==> src/rtl/turf_udp_port_demux.sv <==
// Receive-side UDP destination-port demultiplexer: steers each datagram's header
// and payload to the channel whose port matches, or discards and counts it.
module turf_udp_port_demux #(
    parameter int                        NUM_PORTS = 4,
    // Entry i lives at [16*i +: 16]; entry 0 is the rightmost field.
    parameter logic [NUM_PORTS*16-1:0]   PORT_LIST = {16'd21843, 16'd21847, 16'd21622, 16'd21618}
) (
    input  logic                  clk,
    input  logic                  rst_n,

    input  logic [63:0]           s_udphdr_tdata,
    input  logic [15:0]           s_udphdr_tdest,
    input  logic                  s_udphdr_tvalid,
    output logic                  s_udphdr_tready,

    input  logic [63:0]           s_udpdata_tdata,
    input  logic [7:0]            s_udpdata_tkeep,
    input  logic                  s_udpdata_tlast,
    input  logic                  s_udpdata_tvalid,
    output logic                  s_udpdata_tready,

    output logic [63:0]           m_hdr_tdata,
    output logic [NUM_PORTS-1:0]  m_hdr_tvalid,
    input  logic [NUM_PORTS-1:0]  m_hdr_tready,

    output logic [63:0]           m_data_tdata,
    output logic [7:0]            m_data_tkeep,
    output logic                  m_data_tlast,
    output logic [NUM_PORTS-1:0]  m_data_tvalid,
    input  logic [NUM_PORTS-1:0]  m_data_tready,

    output logic [15:0]           drop_count
);

    localparam int SEL_W = (NUM_PORTS > 1) ? $clog2(NUM_PORTS) : 1;

    typedef enum logic [1:0] {
        IDLE,
        HDR,
        DATA,
        DROP
    } state_t;

    state_t                 r_state;
    logic [SEL_W-1:0]       r_sel;
    logic [63:0]            r_hdr_tdata;
    logic [NUM_PORTS-1:0]   r_hdr_tvalid;
    logic [15:0]            r_drop_count;

    logic [NUM_PORTS-1:0]   w_hit;
    logic [NUM_PORTS-1:0]   w_sel_oh;
    logic [NUM_PORTS-1:0]   w_match_oh;
    logic [SEL_W-1:0]       w_match_idx;
    logic                   w_match;
    logic                   w_hdr_fire;
    logic                   w_hdr_ack;
    logic                   w_sel_ready;
    logic                   w_last_fire;

    // A zero entry is a disabled slot and must never match, even for tdest 0.
    generate
        for (genvar gi = 0; gi < NUM_PORTS; gi++) begin : g_port
            assign w_hit[gi]    = (PORT_LIST[16*gi +: 16] != 16'h0000) &&
                                  (PORT_LIST[16*gi +: 16] == s_udphdr_tdest);
            assign w_sel_oh[gi] = (r_sel == SEL_W'(gi));
        end
    endgenerate

    // Scan from the top so the lowest matching index is the one left standing.
    always_comb begin
        w_match     = 1'b0;
        w_match_idx = '0;
        w_match_oh  = '0;
        for (int i = NUM_PORTS - 1; i >= 0; i--) begin
            if (w_hit[i]) begin
                w_match       = 1'b1;
                w_match_idx   = SEL_W'(i);
                w_match_oh    = '0;
                w_match_oh[i] = 1'b1;
            end
        end
    end

    assign s_udphdr_tready  = (r_state == IDLE);
    assign w_hdr_fire       = s_udphdr_tvalid && s_udphdr_tready;
    assign w_hdr_ack        = |(r_hdr_tvalid & m_hdr_tready);
    assign w_sel_ready      = |(m_data_tready & w_sel_oh);

    assign s_udpdata_tready = (r_state == DATA) ? w_sel_ready : (r_state == DROP);
    assign w_last_fire      = s_udpdata_tvalid && s_udpdata_tready && s_udpdata_tlast;

    assign m_hdr_tdata      = r_hdr_tdata;
    assign m_hdr_tvalid     = r_hdr_tvalid;
    assign m_data_tdata     = s_udpdata_tdata;
    assign m_data_tkeep     = s_udpdata_tkeep;
    assign m_data_tlast     = s_udpdata_tlast;
    assign m_data_tvalid    = ((r_state == DATA) && s_udpdata_tvalid) ? w_sel_oh : '0;
    assign drop_count       = r_drop_count;

    always_ff @(posedge clk or negedge rst_n) begin
        if (!rst_n) begin
            r_state      <= IDLE;
            r_sel        <= '0;
            r_hdr_tdata  <= '0;
            r_hdr_tvalid <= '0;
            r_drop_count <= '0;
        end else begin
            case (r_state)
                IDLE: begin
                    if (w_hdr_fire) begin
                        r_hdr_tdata <= s_udphdr_tdata;
                        r_sel       <= w_match_idx;
                        if (w_match) begin
                            r_hdr_tvalid <= w_match_oh;
                            r_state      <= HDR;
                        end else begin
                            r_state      <= DROP;
                        end
                    end
                end
                HDR: begin
                    if (w_hdr_ack) begin
                        r_hdr_tvalid <= '0;
                        r_state      <= DATA;
                    end
                end
                DATA: begin
                    if (w_last_fire) begin
                        r_state <= IDLE;
                    end
                end
                DROP: begin
                    if (w_last_fire) begin
                        if (r_drop_count != 16'hFFFF) begin
                            r_drop_count <= r_drop_count + 16'd1;
                        end
                        r_state <= IDLE;
                    end
                end
                default: begin
                    r_state <= IDLE;
                end
            endcase
        end
    end

endmodule
==> config.mk <==
export PLATFORM = sky130hd
export DESIGN_NAME = turf_udp_port_demux
export DESIGN_NICKNAME = d
export VERILOG_FILES = /design/src/rtl/turf_udp_port_demux.sv
export SDC_FILE = /design/constraint.sdc
export NUM_CORES = 1
export LEC_CHECK = 0
export ABC_CLOCK_PERIOD_IN_PS = 2850
export CAP_MARGIN = 10
export CORE_AREA = 4 4 124 126
export CTS_CLUSTER_DIAMETER = 100
export DETAILED_ROUTE_END_ITERATION = 12
export DIE_AREA = 0 0 128 130
export MAX_ROUTING_LAYER = met4
export PLACE_DENSITY = 0.83
export SETUP_SLACK_MARGIN = 0.05
export SLEW_MARGIN = 5
export SYNTH_ARGS = -nofsm -noshare
export SYNTH_HDL_FRONTEND = slang
export SYNTH_SLANG_ARGS = --single-unit
==> constraint.sdc <==
create_clock -name clk -period 2.85 [get_ports clk]
set_clock_uncertainty 0.2 [all_clocks]
set_input_delay 0.57 -clock clk [delete_from_list [all_inputs] [get_ports clk]]
set_output_delay 0.57 -clock clk [all_outputs]
set_load 0.01 [all_outputs]
==> results.sh, run 1 <==
export IMPL_crit_start="s_udpdata_tvalid"
export IMPL_r2r_start="drop_count[0]"
export IMPL_dr_first_iter_drc_count=140
export IMPL_hold_buffers=0
export IMPL_top_layer_used="met4"
export IMPL_portBuffers=183
export IMPL_drc=0
export IMPL_grt_max_degree=51
export IMPL_cts_buffers_inserted=9
export IMPL_cts_tree="yes"
export IMPL_nNetsFinal=758
export IMPL_synth_most_common_cell="nand2_1"
export IMPL_wl_per_cell_microns=15.3
export IMPL_endpoint_kind="output pin"
export IMPL_cts_buffer_depth=2
export IMPL_dpl_hpwl_mm=9.25
export IMPL_hold_path_class="primary input to asynchronous set/reset pin"
export IMPL_startpoint_type="primary input"
export IMPL_die_h_microns=130
export IMPL_synth_cell_type_count=40
export IMPL_antenna_found_initial=0
export IMPL_clock_sinks=88
export IMPL_grt_overflow=0
export IMPL_ios=328
export IMPL_pwr_density_cell_mw_per_mm2=888
export IMPL_final_util=0.428
export IMPL_yosys_top_cells_count="nand2_1, dfrtp_1, buf_4"
export IMPL_start_util=0.296
export IMPL_wl_met1_mm=4.45
export IMPL_ys_seq_area_frac=0.519
export IMPL_routed_wl_mm=12.0
export IMPL_place_area_sq_mm=0.00580
export IMPL_synth_seq_cells=88
export IMPL_final_area_sq_mm=0.00613
export IMPL_syn_num_nets=640
export IMPL_synth_area_leader_cell="dfrtp_1"
export IMPL_relSlewSlack=0.570
export IMPL_crit_arrival_ns=1.97
export IMPL_synth_largest_type_area_fraction=0.519
export IMPL_fin_crit_sh=0.960
export IMPL_syn_area_per_cell_sq_um=8.94
export IMPL_clock_latency_ns=0.34
export IMPL_synth_warnings=0
export IMPL_status="completed"
export IMPL_layout_drive_gt1_share=0.0704
export IMPL_viasPerCell=4.41
export IMPL_crit_fanout=2
export IMPL_clk_pin_slew_ns=0.06
export IMPL_netlist_area_sq_mm=0.00424
export IMPL_die_area_sq_mm=0.0166
export IMPL_p_leak_nw=2.87
export IMPL_cp_required_ns=2.08
export IMPL_dr_pass1_iters=4
export IMPL_holdWs_ns=0.0637
export IMPL_synthTopCellsByArea="dfrtp_1, nand2_1, buf_4, xor2_1, xnor2_1"
export IMPL_slew_violations=0
export IMPL_routed_via_count=3446
export IMPL_synth_edf_count=0
export IMPL_drv_cap=0
export IMPL_synthCells=474
export IMPL_num_fill_cells=1403
export IMPL_dr_wl_met3_mm=1.01
export IMPL_async_reset_ff_frac=1.00
export IMPL_finalSetupTns_ns=0
export IMPL_regArea_sq_mm=0.00220
export IMPL_rsz0062_at_grt="yes"
export IMPL_gp_congestion=0.767
export IMPL_area_growth_pct=44.6
export IMPL_fp_dieW_microns=128
export IMPL_placementRows=44
export IMPL_r2r_slack_ns=0.74
export IMPL_ant_nets=0
export IMPL_fmax_ghz=0.365
export IMPL_grt_usage=0.148
export IMPL_ir_drop_mv=0.370
export IMPL_hold_violations=0
export IMPL_core_area_sq_mm=0.0143
export IMPL_crit_type="primary input to output pin"
export IMPL_grt_first_pass_wirelength_mm=18.3
export IMPL_finalSetupViolCount=0
export IMPL_diodes=0
export IMPL_htreeDepth=3
export IMPL_tightest_slew_ns=0.646
export IMPL_clockRootBuffer="clkbuf_16"
export IMPL_period_needed_ns=2.74
export IMPL_r2r_end="drop_count[1]"
export IMPL_wl_met2_mm=5.96
export IMPL_multi_input_area_sq_mm=0.00143
export IMPL_ys_flop_type="dfrtp_1"
export IMPL_reg2reg_depth=5
export IMPL_grt_pass1_vias=3427
==> through the flow <==
step	setup WS [ns]	power, mW	std cells
floorplan	0.648	2.96	474
global placement	-0.163	4.17	765
detailed placement	-0.180	4.23	765
CTS	0.0926	5.55	781
global route	0.0381	5.81	781
finish	0.113	5.44	781
==> cell families after synthesis <==
group / Yosys count / synth area share
buf+inv: 90 / 0.145
flops: 88 / 0.519
xor+xnor: 15 / 0.0310
fa+ha+maj: 1 / 0.00295
compound gates: 16 / 0.0260
mux: 2 / 0.00797
simple gates: 262 / 0.268
==> power breakdown <==
part / switching, mW / leakage [nW] / internal [mW]
registers: 0.282 / 1.12 / 1.72
logic: 0.994 / 1.59 / 1.18
clock network: 0.489 / 0.158 / 0.787
total: 1.76 / 2.87 / 3.68
==> worst max-delay path: stages <==
cell and delay [ns]:
clkdlybuf4s50_1 0.48, nand2_1 0.09, nor2_2 0.12, nand2_1 0.06
nor2_1 0.09, clkdlybuf4s50_1 0.54
==> state kept, by name, summed over array words and instances (netlist names) <==
register / count
r_sel: 2
m_hdr_tdata: 64
r_state: 2
m_hdr_tvalid: 4
drop_count: 16
==> worst max-delay path by stage <==
stage / endpoint / slack (ns) / cells past startpoint
floorplan: m_hdr_tvalid[3] / 0.65 / 4
detailed placement: s_udpdata_tready / -0.18 / 5
global placement: s_udpdata_tready / -0.16 / 5
CTS: s_udpdata_tready / 0.09 / 5
global route: m_data_tvalid[2] / 0.04 / 6
finish: m_data_tvalid[2] / 0.11 / 6
==> what timing repair did <==
item	in CTS	in global routing
endpoints found under the setup margin	3	2
buffers inserted	0	0
resized for setup	4	2
pin swaps	0	0
==> cell type report <==
type,count,share of cell area
sequential,88,0.359
timing repair buffer,196,0.316
multi-input combinational,296,0.234
clock buffer,10,0.0390
tap,184,0.0376
clock inverter,6,0.0135
inverter,1,0.000612
==> layer usage <==
layer	GRT usage	vias to the layer above
met4	0.0943	0
li1	-	1676
met1	0.153	1562
met3	0.0512	56
met2	0.242	152
met5	-	-
==> placed cells by master (no fill, tap or decap), types with 2 or more instances in the layout <==
cell             synthesis  layout
a21oi_1                  2       2
a22o_1                   2       2
and3_1                   3       3
buf_4                   73      13
bufinv_16                0       2
clkbuf_16                0       9
clkdlybuf4s50_1          0     178
clkinv_2                 0       3
dfrtp_1                 88      88
dlygate4sd2_1            0       3
nand2_1                206     205
nand3_1                  6       6
nand3b_1                 2       2
nand4_1                  9       9
nor2_1                  12      10
nor2_2                   0       2
nor2b_1                  3       3
nor3_1                   4       4
nor3b_1                  3       3
nor4b_1                  2       2
o21ai_0                  5       5
o31ai_1                  2       2
or2_2                    2       2
or3_4                    2       2
xnor2_1                  7       7
xor2_1                   8       8
Note: power is estimated with default switching activity, not from simulation.
==> run 2: changes to the inputs <==
--- a/config.mk
+++ b/config.mk
@@ -5,14 +5,14 @@
 export SDC_FILE = /design/constraint.sdc
 export NUM_CORES = 1
 export LEC_CHECK = 0
-export ABC_CLOCK_PERIOD_IN_PS = 2850
+export ABC_CLOCK_PERIOD_IN_PS = 2480
 export CAP_MARGIN = 10
-export CORE_AREA = 4 4 124 126
+export CORE_AREA = 4 4 126 128
 export CTS_CLUSTER_DIAMETER = 100
 export DETAILED_ROUTE_END_ITERATION = 12
-export DIE_AREA = 0 0 128 130
+export DIE_AREA = 0 0 130 132
 export MAX_ROUTING_LAYER = met4
-export PLACE_DENSITY = 0.83
+export PLACE_DENSITY = 0.84
 export SETUP_SLACK_MARGIN = 0.05
 export SLEW_MARGIN = 5
 export SYNTH_ARGS = -nofsm -noshare
==> constraint.sdc (replaced) <==
create_clock -name clk -period 2.48 [get_ports clk]
set_clock_uncertainty 0.2 [all_clocks]
set_input_delay 0.496 -clock clk [delete_from_list [all_inputs] [get_ports clk]]
set_output_delay 0.496 -clock clk [all_outputs]
set_load 0.01 [all_outputs]
==> run 2 against run 1 <==
Cell area rose by 0.33%. Die area rose by 3.1%. Combinational power rose by 17%. Via count rose by 1.3%. Final cell count rose by 1.4%. Setup slack improved by 0.032 ns. Utilization fell by 1.5 points. Highest routed layer unchanged. Clock power barely moved.
==> results.sh, run 2 (synthesis gave the netlist of run 1 again) <==
export IMPL_status="completed"
export IMPL_hold_violations=0
export IMPL_htreeDepth=3
export IMPL_start_util=0.285
export IMPL_r2r_end="drop_count[1]"
export IMPL_period_needed_ns=2.33
export IMPL_portBuffers=183
export IMPL_place_ws_ns=-0.428
export IMPL_ir_drop_mv=0.463
export IMPL_crit_fanout=3
export IMPL_pwr_density_cell_mw_per_mm2=993
export IMPL_core_area_sq_mm=0.0149
export IMPL_clk_pin_slew_ns=0.06
export IMPL_finalSetupTns_ns=0
export IMPL_grt_max_degree=55
export IMPL_clock_latency_ns=0.33
export IMPL_grt_usage=0.148
export IMPL_p_leak_nw=2.90
export IMPL_antenna_found_initial=1
export IMPL_finalSetupViolCount=0
export IMPL_final_cell_mix="nand2_1, clkdlybuf4s50_1, dfrtp_1"
export IMPL_clock_sinks=88
export IMPL_gp_congestion=0.735
export IMPL_dpl_cell_count=774
export IMPL_cts_buffer_depth=2
export IMPL_area_growth_pct=45.0
export IMPL_largest_reg_flops=64
export IMPL_cts_tree="yes"
export IMPL_reg2reg_depth=5
export IMPL_routed_via_count=3492
export IMPL_layout_drive_gt1_share=0.0763
export IMPL_ios=328
export IMPL_die_area_sq_mm=0.0172
export IMPL_fmax_ghz=0.428
export IMPL_crit_start="s_udpdata_tvalid"
export IMPL_cts_buffers_inserted=9
export IMPL_grt_pass1_vias=3616
export IMPL_fin_cells=792
export IMPL_layout_commonest_cell="nand2_1"
export IMPL_grt_first_pass_wirelength_mm=18.8
export IMPL_final_area_sq_mm=0.00615
export IMPL_power_mw=6.11
export IMPL_setup_ws_ns=0.145
export IMPL_drc=0
export IMPL_crit_arrival_ns=1.64
export IMPL_dpl_hpwl_mm=9.57
export IMPL_tightest_slew_ns=0.489
export IMPL_fin_crit_sh=0.942
export IMPL_routed_wl_mm=12.3
export IMPL_ant_nets=0
export IMPL_die_h_microns=132
export IMPL_dr_pass1_iters=4
export IMPL_crit_type="primary input to output pin"
export IMPL_wl_per_cell_microns=15.5
export IMPL_crit_end="m_data_tvalid[1]"
export IMPL_clockRootBuffer="clkbuf_16"
export IMPL_rsz0062_at_grt="no"
export IMPL_placementRows=45
export IMPL_holdWs_ns=0.271
export IMPL_fp_dieW_microns=130
export IMPL_hold_path_class="flop to flop"
export IMPL_endpoint_kind="output pin"
export IMPL_r2r_start="drop_count[0]"
export IMPL_final_util=0.414
export IMPL_viasPerCell=4.41
export IMPL_relSlewSlack=0.674
export IMPL_slew_violations=0
export IMPL_cp_required_ns=1.78
export IMPL_drv_cap=0
export IMPL_startpoint_type="primary input"
export IMPL_nNetsFinal=764
export IMPL_grt_overflow=0
export IMPL_num_fill_cells=1470
export IMPL_postCtsSetupBuffers=0
export IMPL_dr_first_iter_drc_count=142
export IMPL_r2r_slack_ns=0.45
export IMPL_place_area_sq_mm=0.00585
-- run 2: cell types whose count changed in the layout (fill, tap and decap cells not counted), moves of 2 or more --
cell,delta
nor2_2,-2
clkdlybuf4s50_1,-7
buf_4,+5
bufinv_16,-2
clkbuf_1,+2
clkbuf_8,+2
dlygate4sd2_1,+3
dlymetal6s2s_1,+2
clkinv_2,-2
-- run 2: repair_timing --
item | in CTS | in global routing
endpoints found under the hold margin | 34 | 0
gates cloned | 0 | 0
gates resized for setup | 14 | 4
setup endpoints to repair | 6 | 1
hold buffers | 1 | 0
pin swaps | 1 | 1
-- run 2: critical path, cell delays in order --
cell and delay (ns):
dlygate4sd2_1 0.27, nand2_1 0.11, or2_2 0.30, nor3b_1 0.18, dlygate4sd2_1 0.29
-- run 2: power by group --
group	total (mW)	leakage, nW	internal, mW	switching, mW
Clock	1.30	0.139	0.761	0.539
Combinational	2.53	1.64	1.36	1.17
Sequential	2.28	1.12	1.97	0.304
Total	6.11	2.90	4.09	2.01
-- run 2: area by class of cell --
cell class	count	area, sq um	share of cell area
well taps	188	235	0.0383
flip-flops and latches	88	2200	0.358
clock buffers	14	274	0.0446
repair buffers	202	1980	0.323
inverters	1	3.75	0.000611
diodes	1	2.50	0.000407
clock inverters	2	12.5	0.00204
multi-input cells	296	1440	0.233
-- run 2: worst min-delay path by stage --
| stage | depth (start not counted) | slack (ns) | from | endpoint |
|---|---|---|---|---|
| CTS | 2 | 0.28 | m_hdr_tdata[58] | m_hdr_tdata[58] |
| detailed placement | 2 | 0.26 | m_hdr_tdata[50] | m_hdr_tdata[50] |
| global route | 2 | 0.30 | m_hdr_tdata[14] | m_hdr_tdata[14] |
| finish | 2 | 0.27 | m_hdr_tdata[50] | m_hdr_tdata[50] |
| floorplan | 0 | 0.0004 | rst_n | drop_count[0] |
| global placement | 2 | 0.26 | m_hdr_tdata[58] | m_hdr_tdata[58] |
-- run 2: routing by layer --
| metal | up-vias | GRT usage | share of wire |
|---|---|---|---|
| li1 | 1679 | - | - |
| met2 | 149 | 0.241 | 0.49 |
| met4 | 0 | 0.0768 | 0.037 |
| met1 | 1623 | 0.163 | 0.39 |
| met3 | 41 | 0.0417 | 0.077 |
| met5 | - | - | 0 |
==> run 3: changes to the inputs <==
--- a/config.mk
+++ b/config.mk
@@ -7,12 +7,12 @@
 export LEC_CHECK = 0
 export ABC_CLOCK_PERIOD_IN_PS = 2480
 export CAP_MARGIN = 10
-export CORE_AREA = 4 4 126 128
+export CORE_AREA = 2 2 128 130
 export CTS_CLUSTER_DIAMETER = 100
 export DETAILED_ROUTE_END_ITERATION = 12
 export DIE_AREA = 0 0 130 132
 export MAX_ROUTING_LAYER = met4
-export PLACE_DENSITY = 0.84
+export PLACE_DENSITY = 0.8
 export SETUP_SLACK_MARGIN = 0.05
 export SLEW_MARGIN = 5
 export SYNTH_ARGS = -nofsm -noshare
==> run 3 against run 2 <==
Wire length decreased by 6.8%. Count of clock-buffer cells in the layout shrank 4. Setup slack worse by 0.055 ns. Flip-flop and latch count did not move. Register-to-register slack improved by 0.07 ns. Utilization shrank 1.7 points. Sequential share of layout area down 0.49 points. Cell area is 1.4% higher. Fmax down 2.3%. Power grew 2.9%. Largest cell class unchanged. Via count about the same. Largest power group unchanged. Global-route usage down 0.60 points.
==> results.sh, run 3 (synthesis gave the netlist of run 1 again) <==
export IMPL_fin_crit_sh=0.964
export IMPL_cts_tree="yes"
export IMPL_grt_max_degree=51
export IMPL_placementRows=46
export IMPL_largest_reg_flops=64
export IMPL_crit_chain="clkdlybuf4s50_1 -> mux4_2 -> nor2_2 -> nor2b_1 -> buf_2"
export IMPL_crit_type="primary input to output pin"
export IMPL_r2r_slack_ns=0.52
export IMPL_grt_usage=0.142
export IMPL_pwr_density_cell_mw_per_mm2=1010
export IMPL_htreeDepth=3
export IMPL_crit_fanout=2
export IMPL_rsz0062_at_grt="no"
export IMPL_final_area_sq_mm=0.00623
export IMPL_period_needed_ns=2.39
export IMPL_regArea_sq_mm=0.00220
export IMPL_final_cell_mix="nand2_1, clkdlybuf4s50_1, dfrtp_1"
export IMPL_path_buf_inv=2
export IMPL_slowest_delay_ns=0.47
export IMPL_final_util=0.397
export IMPL_place_area_sq_mm=0.00588
export IMPL_layout_drive_gt1_share=0.0796
export IMPL_finalSetupViolCount=0
export IMPL_layout_commonest_cell="nand2_1"
export IMPL_grt_pass1_vias=3576
export IMPL_relSlewSlack=0.648
export IMPL_routed_wl_mm=11.4
export IMPL_ios=328
export IMPL_drc=0
export IMPL_grt_use_met2=0.232
export IMPL_hold_violations=0
export IMPL_status="completed"
export IMPL_grtUsageMet3=0.0588
export IMPL_fp_dieW_microns=130
export IMPL_nNetsFinal=764
export IMPL_grt_busiest_layer="met2"
export IMPL_dr_first_iter_drc_count=130
export IMPL_core_area_sq_mm=0.0157
export IMPL_multi_input_area_sq_mm=0.00143
export IMPL_worst_path_max_delay_cell="mux4_2"
export IMPL_tightest_slew_ns=0.527
export IMPL_hold_path_class="flop to flop"
export IMPL_ir_drop_mv=0.530
export IMPL_area_growth_pct=47.0
export IMPL_antenna_found_initial=0
export IMPL_num_fill_cells=1555
export IMPL_power_frac_comb=0.401
export IMPL_portBuffers=183
export IMPL_drv_cap=0
export IMPL_startpoint_type="primary input"
export IMPL_slew_violations=0
export IMPL_endpoint_kind="output pin"
export IMPL_start_util=0.270
export IMPL_wl_per_cell_microns=13.9
export IMPL_ant_nets=0
export IMPL_p_seq_frac=0.361
export IMPL_clk_pin_slew_ns=0.06
export IMPL_gp_congestion=0.753
export IMPL_die_h_microns=132
export IMPL_viasPerCell=4.26
export IMPL_cts_buffers_inserted=9
export IMPL_die_area_sq_mm=0.0172
export IMPL_clock_sinks=88
export IMPL_global_route_usage_met1=0.147
export IMPL_power_switching_mw=2.03
export IMPL_p_sw_frac=0.322
export IMPL_cpLargestDelayFamily="buffers and inverters"
export IMPL_fmax_ghz=0.418
export IMPL_dr_pass1_iters=4
export IMPL_grt_first_pass_wirelength_mm=18.3
export IMPL_clockRootBuffer="clkbuf_16"
export IMPL_dpl_hpwl_mm=8.80
export IMPL_p_int_mw=4.26
export IMPL_clock_latency_ns=0.34
export IMPL_holdWs_ns=0.273
export IMPL_crit_arrival_ns=1.69
export IMPL_p_leak_nw=2.93
export IMPL_cts_buffer_depth=2
export IMPL_pwr_share_clk=0.237
export IMPL_cp_required_ns=1.78
export IMPL_grt_overflow=0
export IMPL_routed_via_count=3489
export IMPL_diodes=0
-- run 3: cell types whose count changed in the layout (fill, tap and decap cells not counted), moves of 2 or more --
cell             before  now
clkdlybuf4s50_1     171  175
clkbuf_1              2    0
clkinv_4              0    2
clkbuf_8              3    1
bufinv_16             0    2
dlygate4sd2_1         6    3
-- run 3: per-layer routing --
layer	wire length [microns]	part of all wire
met3	925	0.081
met2	5790	0.51
met1	4220	0.37
met5	0	0
met4	478	0.042
-- run 3: layout make-up --
| cell class | count | area share |
|---|---|---|
| multi-input cells | 296 | 0.229 |
| clock buffers | 10 | 0.0383 |
| inverters | 1 | 0.000602 |
| well taps | 216 | 0.0434 |
| repair buffers | 202 | 0.320 |
| flip-flops and latches | 88 | 0.353 |
| clock inverters | 6 | 0.0147 |
-- run 3: power by group through the flow --
stage / Clock [mW] / Combinational [mW] / Sequential [mW]
after floorplan: 0 / 0.877 / 2.53
final: 1.49 / 2.52 / 2.27
after global placement: 0 / 2.50 / 2.28
after CTS: 1.55 / 2.57 / 2.28
after global routing: 1.62 / 2.78 / 2.34
after detailed placement: 0 / 2.56 / 2.30
-- run 3: metrics by stage --
step / TNS (ns) / setup slack (ns) / cells / total power, mW
after floorplan: 0 / 0.352 / 474 / 3.40
after global placement: -1.43 / -0.335 / 800 / 4.78
after detailed placement: -1.51 / -0.345 / 800 / 4.85
after CTS: 0 / 0.0541 / 819 / 6.40
after global routing: 0 / 0.0509 / 819 / 6.74
final: 0 / 0.0899 / 819 / 6.28
-- run 3: worst paths after layout --
kind	from	to	cells past startpoint
worst max-delay path	m_data_tready[2]	s_udpdata_tready	5
worst min-delay path	m_hdr_tdata[26]	m_hdr_tdata[26]	2
worst max register to register	drop_count[0]	drop_count[4]	6
max in group asynchronous	rst_n	m_hdr_tdata[4]	3
worst min register to register	m_hdr_tdata[26]	m_hdr_tdata[26]	2
min in group asynchronous	rst_n	m_hdr_tdata[37]	2
-- run 3: what timing repair did --
action                                 CTS  global route
hold buffers                             1             0
buffers inserted                         2             0
resized for setup                       11             2
setup endpoints to repair                5             2
pin swaps                                1             0
endpoints found under the hold margin   38             0
-- run 3: tightest hold or removal path, stage by stage (launching register included) --
cell and delay [ns]:
dfrtp_1 0.34, nand2_1 0.05, nand2_1 0.05
